File: src/rtl/viterbi_simple_v2.sv
// Frame-based hard-decision Viterbi decoder for a rate-1/2 code (K, G0, G1), one trellis step per cycle.
// Define VITERBI_TERM_ZERO_EN to treat frames as zero-terminated (traceback always starts in state 0).
module viterbi_simple_v2 #(
   parameter int unsigned    K  = 3,
   parameter logic [K-1:0]   G0 = 3'b111,
   parameter logic [K-1:0]   G1 = 3'b101
) (
   input  logic       clk,
   input  logic       rst,
   input  logic       start,
   input  logic [7:0] frame_len,
   input  logic [1:0] syms_in [0:255],
   output logic       done,
   output logic [7:0] out_len,
   output logic       bits_out [0:255]
);

   localparam int unsigned M = K - 1;
   localparam int unsigned S = 1 << M;
   localparam logic [11:0] MAX_METRIC = 12'hFFF;

   typedef enum logic [1:0] {
      IDLE      = 2'd0,
      ACS       = 2'd1,
      TRACEBACK = 2'd2,
      DONE      = 2'd3
   } state_t;

   state_t       state, state_d;
   logic [11:0]  metric_q [S];
   logic [11:0]  metric_d [S];
   logic [S-1:0] dec_q [256];
   logic [S-1:0] dec_row;
   logic [7:0]   t_q;
   logic [7:0]   out_len_q;
   logic [M-1:0] cur_q;
   logic [M-1:0] cur_sel;
   logic [M-1:0] tb_start;
   logic         first_q;
   logic         bits_q [256];
   logic [11:0]  min_metric;
   logic [M-1:0] min_idx;
   logic [1:0]   sym;
   logic         last_step;
   logic [M-1:0] ns_v;
   logic [11:0]  c0, c1;

   // Expected encoder output for register contents r = {previous state, input bit}.
   function automatic logic [1:0] enc_sym(input logic [K-1:0] r);
      enc_sym = {^(r & G0), ^(r & G1)};
   endfunction

   // Normalized, saturating candidate metric: predecessor metric minus previous minimum plus Hamming distance.
   function automatic logic [11:0] cand(input logic [11:0] m, input logic [11:0] mn,
                                        input logic [K-1:0] r, input logic [1:0] s);
      logic [1:0]  x;
      logic [12:0] sum;
      x   = enc_sym(r) ^ s;
      sum = {1'b0, m - mn} + {12'd0, x[1]} + {12'd0, x[0]};
      cand = sum[12] ? MAX_METRIC : sum[11:0];
   endfunction

   assign sym       = syms_in[t_q];
   assign last_step = (t_q == out_len_q - 8'd1);

   // Minimum metric serves both normalization during ACS and traceback start selection (lowest index on ties).
   always_comb begin
      min_metric = metric_q[0];
      min_idx    = '0;
      for (int i = 1; i < S; i++) begin
         if (metric_q[i] < min_metric) begin
            min_metric = metric_q[i];
            min_idx    = i[M-1:0];
         end
      end
   end

   always_comb begin
      dec_row = '0;
      ns_v    = '0;
      c0      = '0;
      c1      = '0;
      for (int ns = 0; ns < S; ns++) begin
         ns_v = ns[M-1:0];
         c0   = cand(metric_q[{1'b0, ns_v[M-1:1]}], min_metric, {1'b0, ns_v}, sym);
         c1   = cand(metric_q[{1'b1, ns_v[M-1:1]}], min_metric, {1'b1, ns_v}, sym);
         metric_d[ns] = c0;
         if (c1 < c0) begin
            metric_d[ns] = c1;
            dec_row[ns]  = 1'b1;
         end
      end
   end

`ifdef VITERBI_TERM_ZERO_EN
   assign tb_start = '0;
`else
   assign tb_start = min_idx;
`endif

   assign cur_sel = first_q ? tb_start : cur_q;

   always_ff @(posedge clk or negedge rst) begin
      if (!rst) begin
         state <= IDLE;
      end else begin
         state <= state_d;
      end
   end

   always_comb begin
      state_d = state;
      case (state)
         IDLE, DONE: begin
            if (start) begin
               state_d = (frame_len == 8'd0) ? DONE : ACS;
            end
         end
         ACS: begin
            if (last_step) begin
               state_d = TRACEBACK;
            end
         end
         TRACEBACK: begin
            if (t_q == 8'd0) begin
               state_d = DONE;
            end
         end
         default: state_d = IDLE;
      endcase
   end

   always_ff @(posedge clk or negedge rst) begin
      if (!rst) begin
         t_q       <= '0;
         out_len_q <= '0;
         cur_q     <= '0;
         first_q   <= 1'b0;
         for (int s = 0; s < S; s++) begin
            metric_q[s] <= '0;
         end
         for (int i = 0; i < 256; i++) begin
            dec_q[i]  <= '0;
            bits_q[i] <= 1'b0;
         end
      end else begin
         case (state)
            IDLE, DONE: begin
               if (start) begin
                  out_len_q <= frame_len;
                  t_q       <= '0;
                  first_q   <= 1'b0;
                  for (int s = 0; s < S; s++) begin
                     metric_q[s] <= (s == 0) ? 12'd0 : MAX_METRIC;
                  end
                  for (int i = 0; i < 256; i++) begin
                     bits_q[i] <= 1'b0;
                  end
               end
            end
            ACS: begin
               for (int s = 0; s < S; s++) begin
                  metric_q[s] <= metric_d[s];
               end
               dec_q[t_q] <= dec_row;
               // t stays on the last step so traceback starts there; first_q selects the start state once.
               if (last_step) begin
                  first_q <= 1'b1;
               end else begin
                  t_q <= t_q + 8'd1;
               end
            end
            TRACEBACK: begin
               bits_q[t_q] <= cur_sel[0];
               cur_q       <= {dec_q[t_q][cur_sel], cur_sel[M-1:1]};
               first_q     <= 1'b0;
               if (t_q != 8'd0) begin
                  t_q <= t_q - 8'd1;
               end
            end
            default: ;
         endcase
      end
   end

   assign done    = (state == DONE);
   assign out_len = out_len_q;
   assign bits_out = bits_q;

endmodule

File: config.mk
export PLATFORM = sky130hd
export DESIGN_NAME = viterbi_simple_v2
export DESIGN_NICKNAME = d
export VERILOG_FILES = /design/src/rtl/viterbi_simple_v2.sv
export SDC_FILE = /design/constraint.sdc
export NUM_CORES = 2
export LEC_CHECK = 0
export ABC_AREA = 1
export BUFFER_PORTS_ARGS = -buffer_cell sky130_fd_sc_hd__buf_4
export CELL_PAD_IN_SITES_DETAIL_PLACEMENT = 1
export CELL_PAD_IN_SITES_GLOBAL_PLACEMENT = 1
export CORE_ASPECT_RATIO = 1.2
export CORE_MARGIN = 2
export CORE_UTILIZATION = 45
export DETAILED_ROUTE_END_ITERATION = 10
export PLACE_DENSITY = 0.86
export SLEW_MARGIN = 20
export SYNTH_ARGS = -nofsm -noshare
export SYNTH_HDL_FRONTEND = slang
export SYNTH_SLANG_ARGS = --single-unit
File: constraint.sdc
create_clock -name clk -period 11.6 [get_ports clk]
set_input_delay 2.32 -clock clk [delete_from_list [all_inputs] [get_ports clk]]
set_output_delay 2.32 -clock clk [all_outputs]
set_load 0.02 [all_outputs]
### Yosys cells after proc, flatten, opt, wreduce, memory -nomap -nowiden

Cells that the tools add are included.

* register bits after elaboration: 1349
* latch bits: 0
* memory bits (writable): 0
* memory bits (read-only): 0
* output and inout bits: 265
* word-level logic and storage cells: 634
* memories kept: 0

* $add $sub $neg: 23
* $mul: 0
* divide/modulo/power cells: 0
* magnitude comparators: 10
* equal/unequal tests: 9
* shifts and indexed selects: 0
* multiplexer cells: 53
* bitwise logic cells: 4
* reduce and logical (&&, ||, !) cells: 14

Operators by type and width (number)
* $bwmux W1024: 1
* $pmux W256 S2: 1
* $bwmux W256: 1
* $mux W256: 1
* $mux W12: 15
* $add A12 B1 Y13: 8
* $add A13 B1 Y13: 8
* $pmux W48 S2: 1
* $lt A12 B12 Y1: 7
* $mux W48: 1
* $sub A12 B12 Y12: 4
* $bmux W4 S8: 1
* $demux W4 S8: 1
* $mux W8: 3
* $pmux W8 S3: 1
* $mux W2: 9
* $bmux W2 S8: 1
* $logic_not A8 Y1: 2
* $sub A8 B1 Y8 const B: 2
* $mux W4: 3
* $ne A2 B2 Y1 const B: 5
* $ge A9 B9 Y1 const B: 1
* $lt A9 B1 Y1 const B: 1
* $mux W1: 9
* 19 further kinds: 26

### Longest topological paths before layout

* depth in word-level cells: 13
* gate-level depth with buffers: 63

### Worst setup path after synthesis

Ideal clock, no wire load.

* path type: register to register
* start point: reg metric_q[47] in the netlist's numbering
* end point: reg metric_q[21] in the netlist's numbering
* setup time: 113 ps
* arrival time: 9253 ps
* required time: 11487 ps
* setup slack: 2234 ps
* cell stages (with the launch flop): 54
* path buffers: 8
* period minus slack after synthesis: 9366 ps
* cells stage by stage: dfrtp_1 > inv_1 > ha_1 > nand2_1 > nor2_2 > nand2_1 > nor2_1 > nand2_2 > nand2_2 > clkbuf_1 > clkbuf_1 > nand2_1 > o21ai_0 > ha_1 > a21oi_1 > nor2_1 > a211oi_1 > nand3_2 > [18 not listed] > nand2_1 > xor2_1 > inv_1 > nor2_1 > nand3_1 > nor3_1 > or2_2 > nand3_1 > ha_1 > a21oi_1 > nor2_1 > a2111oi_0 > nand2_4 > buf_4 > nand2_1 > nand3_1 > nand2_1 > inv_1

* cells in the longest elaborated chain, start to end: 13

Ends and longest elaborated chain
* start: declaration: line 30 `logic [11:0] metric_q [S];`
* start signal: indexed assignment: line 154 `metric_q[s] <= (s == 0) ? 12'd0 : MAX_METRIC;`
* start signal: indexed assignment: line 163 `metric_q[s] <= metric_d[s];`
* $lt A12 B12 Y1: line 71 `if (metric_q[i] < min_metric) begin`
* $mux W12 (*): line 71
* $lt A12 B12 Y1: line 71
* $mux W12 (*): line 71
* $lt A12 B12 Y1: line 71
* $mux W12 (*): line 71
* $sub A12 B12 Y12: line 59 `sum = {1'b0, m - mn} + {12'd0, x[1]} + {12'd0, x[0]};`
* $add A12 B1 Y13: line 59
* $add A13 B1 Y13: line 59
* $mux W12: line 60 `cand = sum[12] ? MAX_METRIC : sum[11:0];`
* $lt A12 B12 Y1: line 88 `if (c1 < c0) begin`
* $mux W12 (*): line 88
* $pmux W48 S2 (*): line 147 `case (state)`

Every way passes the cells marked *; elsewhere a longest branch is shown, timed or not.
A chain may end at the register's enable or synchronous reset.

### Worst setup path in the final report

* start point: reg metric_q[31] in the netlist's numbering
* end point: reg dec_q[933] in the netlist's numbering

* cells in the longest elaborated chain, start to end: 13

Ends and longest elaborated chain
* $lt A12 B12 Y1: line 71
* $mux W12 (*): line 71
* $lt A12 B12 Y1: line 71
* $mux W12 (*): line 71
* $lt A12 B12 Y1: line 71
* $mux W12 (*): line 71
* $sub A12 B12 Y12: line 59
* $add A12 B1 Y13: line 59
* $add A13 B1 Y13: line 59
* $mux W12: line 60
* $lt A12 B12 Y1 (*): line 88
* $mux W1 (*): line 88
* $bwmux W1024 (*): line 165 `dec_q[t_q] <= dec_row;`
* end signal: indexed assignment: line 165
* end: declaration: line 32 `logic [S-1:0] dec_q [256];`

Marks and branches as above.

==> reports/summary.txt <==
WP data required -> 12270 ps
Clock skew -> 34.4 ps
PortBufs -> 787
Htree depth -> 4
Site Rows -> 159
Post-detailed-route via-to-cell ratio -> 6.32
Tot GR Track Use -> 0.381
Post-DP Area -> 78300 um^2
Critical Path End Type -> flip-flop
Outcome -> complete, no violations
EDFF count, synth -> 0
Yosys top cell area share -> 0.478
Finished Layout Cells -> 11000
Rel. slew slack -> 0.134
Avg Cell Area, Syn -> 8.60 um^2
I/O pins -> 788
Initial Utilization -> 0.452
CTS max path bufs -> 3
Fmax achieved -> 94.0 MHz
Synthesis-stage register bit count -> 1349
Synth cell types -> 67
Max incr delay on CP -> 700 ps
Setup Viol. Count Final -> 0
Crit-path slowest cell -> nand2_8
Slew Limit Fails -> 0
Drt first pass iters -> 6
Horiz. Die Dim -> 366 um
Hpwl dp -> 218000 um
Synth Flop Type -> dfrtp_1
Top cells by count, synth -> nand2_1 (1879), dfrtp_1 (1349), a22oi_1 (753), o21ai_1 (590), o21ai_0 (555)
Hold Path Class -> flip-flop to flip-flop
Mapped Nets -> 8868
Fillers -> 18300
Synth top area cells -> dfrtp_1 (48%), nand2_1 (10%), a22oi_1 (8.0%), o21ai_1 (4.2%), o21ai_0 (3.9%)
Cells after Synth -> 8213
Aggregate global routing overflow -> 0
CTS Root Cell -> clkbuf_16
Seq/Total Area, Yosys -> 0.478
CP Launch Type -> flip-flop
Min Tclk post-route -> 10640 ps
First-pass GRT wire length -> 465000 um
Yosys warnings -> 0
WHS -> 486 ps
Fin area -> 83100 um^2
Worst path arrival time -> 11310 ps
Clock latency at the later pin of the worst-skew pair -> 820 ps
Critical Path Fanout Max -> 92
Setup TNS -> 0 ps
Via count -> 69400
Core area -> 156000 um^2
DRC Markers -> 0
Share of cells above drive strength 1 -> 0.166
Cell count after placement -> 10700
Die Y -> 438 um
Initial antenna violation count -> 21
Detail Route Antenna Nets -> 0
Largest net degree at the start of global routing -> 180
Post-Route WL -> 312000 um
Drt wl/cell -> 28.5 um
Final period util -> 0.917
Layout area overhead -> 17.6%
CTS buffer count -> 143
Worst-Margin Slew -> 1290 ps
Post-synth top area cell -> dfrtp_1
CP dominant cell by count -> nand2_1
Hold Vio Cnt, Final -> 0
RSZ-0062 raised after global routing -> no
Clock transition at the registers of the reported paths -> 60 ps
TritonCTS clock tree -> built
Total Nets Final -> 9417
Post-Syn Area -> 70700 um^2
Async SR Flop Fraction -> 1.00
Die outline area -> 160000 um^2
Critical setup path kind -> flip-flop to flip-flop
Vias in the first global route -> 72200
CTS Sinks -> 1349
GP Congestion -> 0.989
Most frequent cell after synthesis -> nand2_1
Max-cap viol count -> 0
DR iter-0 viols -> 6381
Setup repair bufs after CTS -> 0
## state kept, by name, summed over array words and instances, names as in the netlist
name      count
dec_q      1024
state         2
cur_q         2
metric_q     48
bits_out    256
out_len       8
first_q       1
t_q           8
## layout make-up
| type | count | area, um^2 | area share |
|---|---|---|---|
| Sequential cell | 1349 | 33800 | 0.406 |
| Timing Repair Buffer | 931 | 7350 | 0.0885 |
| Clock inverter | 54 | 669 | 0.00806 |
| Antenna cell | 7 | 17.5 | 0.000211 |
| Inverter | 422 | 1600 | 0.0193 |
| Tap cell | 2093 | 2620 | 0.0315 |
| Multi-Input combinational cell | 5915 | 33000 | 0.397 |
| Clock buffer | 202 | 4090 | 0.0493 |
## critical path: cells and delay by family (launching register included)
family / cells / cell delay, ps
AND/OR/NAND/NOR: 26 / 4530
AO/OA/AOI/OAI: 9 / 2220
XOR/XNOR: 1 / 430
buffers and inverters: 5 / 970
adder cells (fa/ha/maj): 6 / 1790
flip-flops: 1 / 450
## cell usage in the layout, fill, tap and decap left out, types with 18 or more instances in the layout
master,count
xor2_1,52
nand4_1,36
dfrtp_1,1349
buf_4,899
ha_1,120
o21ai_0,553
a32o_1,251
xnor2_1,19
clkbuf_1,33
nand2_2,29
clkbuf_16,146
buf_12,26
o21a_1,34
o22ai_1,29
o221ai_1,18
clkinv_2,21
inv_1,373
a22oi_1,753
nor3_1,27
clkbuf_8,23
o21ai_2,191
clkinv_1,26
nand3_1,220
nor2_1,458
a21oi_1,425
nor4_1,61
nand2_1,1878
o21ai_1,590
inv_2,18
## through the flow
| stage | setup WS (ps) | util |
|---|---|---|
| 3_3_place_gp | 916 | 0.501 |
| 5_1_grt | 9.25 | 0.532 |
| 4_1_cts | 812 | 0.532 |
| 6_report | 963 | 0.532 |
| 2_1_floorplan | 2230 | - |
| 3_5_place_dp | 869 | 0.501 |
## kinds of logic after synthesis
| family | Yosys count | synth area share |
|---|---|---|
| buffers and inverters | 949 | 0.0597 |
| AND/OR/NAND/NOR | 2789 | 0.161 |
| flip-flops | 1349 | 0.478 |
| multiplexers | 1 | 0.000142 |
| AO/OA/AOI/OAI | 2919 | 0.267 |
| adder cells (fa/ha/maj) | 132 | 0.0244 |
| XOR/XNOR | 74 | 0.00965 |
## worst paths after layout
kind                                            end  depth (start not counted)                     start  slack, ps
max                          dec_q[933]$_DFFE_PN0P_                         47  metric_q[31]$_DFFE_PN0P_        960
min                           dec_q[54]$_DFFE_PN0P_                          2     dec_q[54]$_DFFE_PN0P_        490
max reg2reg                  dec_q[933]$_DFFE_PN0P_                         47  metric_q[31]$_DFFE_PN0P_        960
min reg2reg                   dec_q[54]$_DFFE_PN0P_                          2     dec_q[54]$_DFFE_PN0P_        490
max in group asynchronous  bits_out[48]$_DFFE_PN0P_                          3                       rst       7710
min in group asynchronous    dec_q[623]$_DFFE_PN0P_                          1                       rst       1490
## what timing repair did
item,in CTS,in global routing
gates resized for setup,0,2
setup endpoints to repair,0,362
hold buffers,0,0
## per-layer routing
layer  routed length (um)  global-route usage  vias up
met3                22400              0.0727      908
li1                     -                   -    30100
met1               118000               0.460    35200
met2               147000               0.615     3090
met4                25000               0.266       12
met5                   82                   0        -
Power is not shown: default switching activity piles up to over one toggle a cycle in this logic, so the estimate is an artifact.
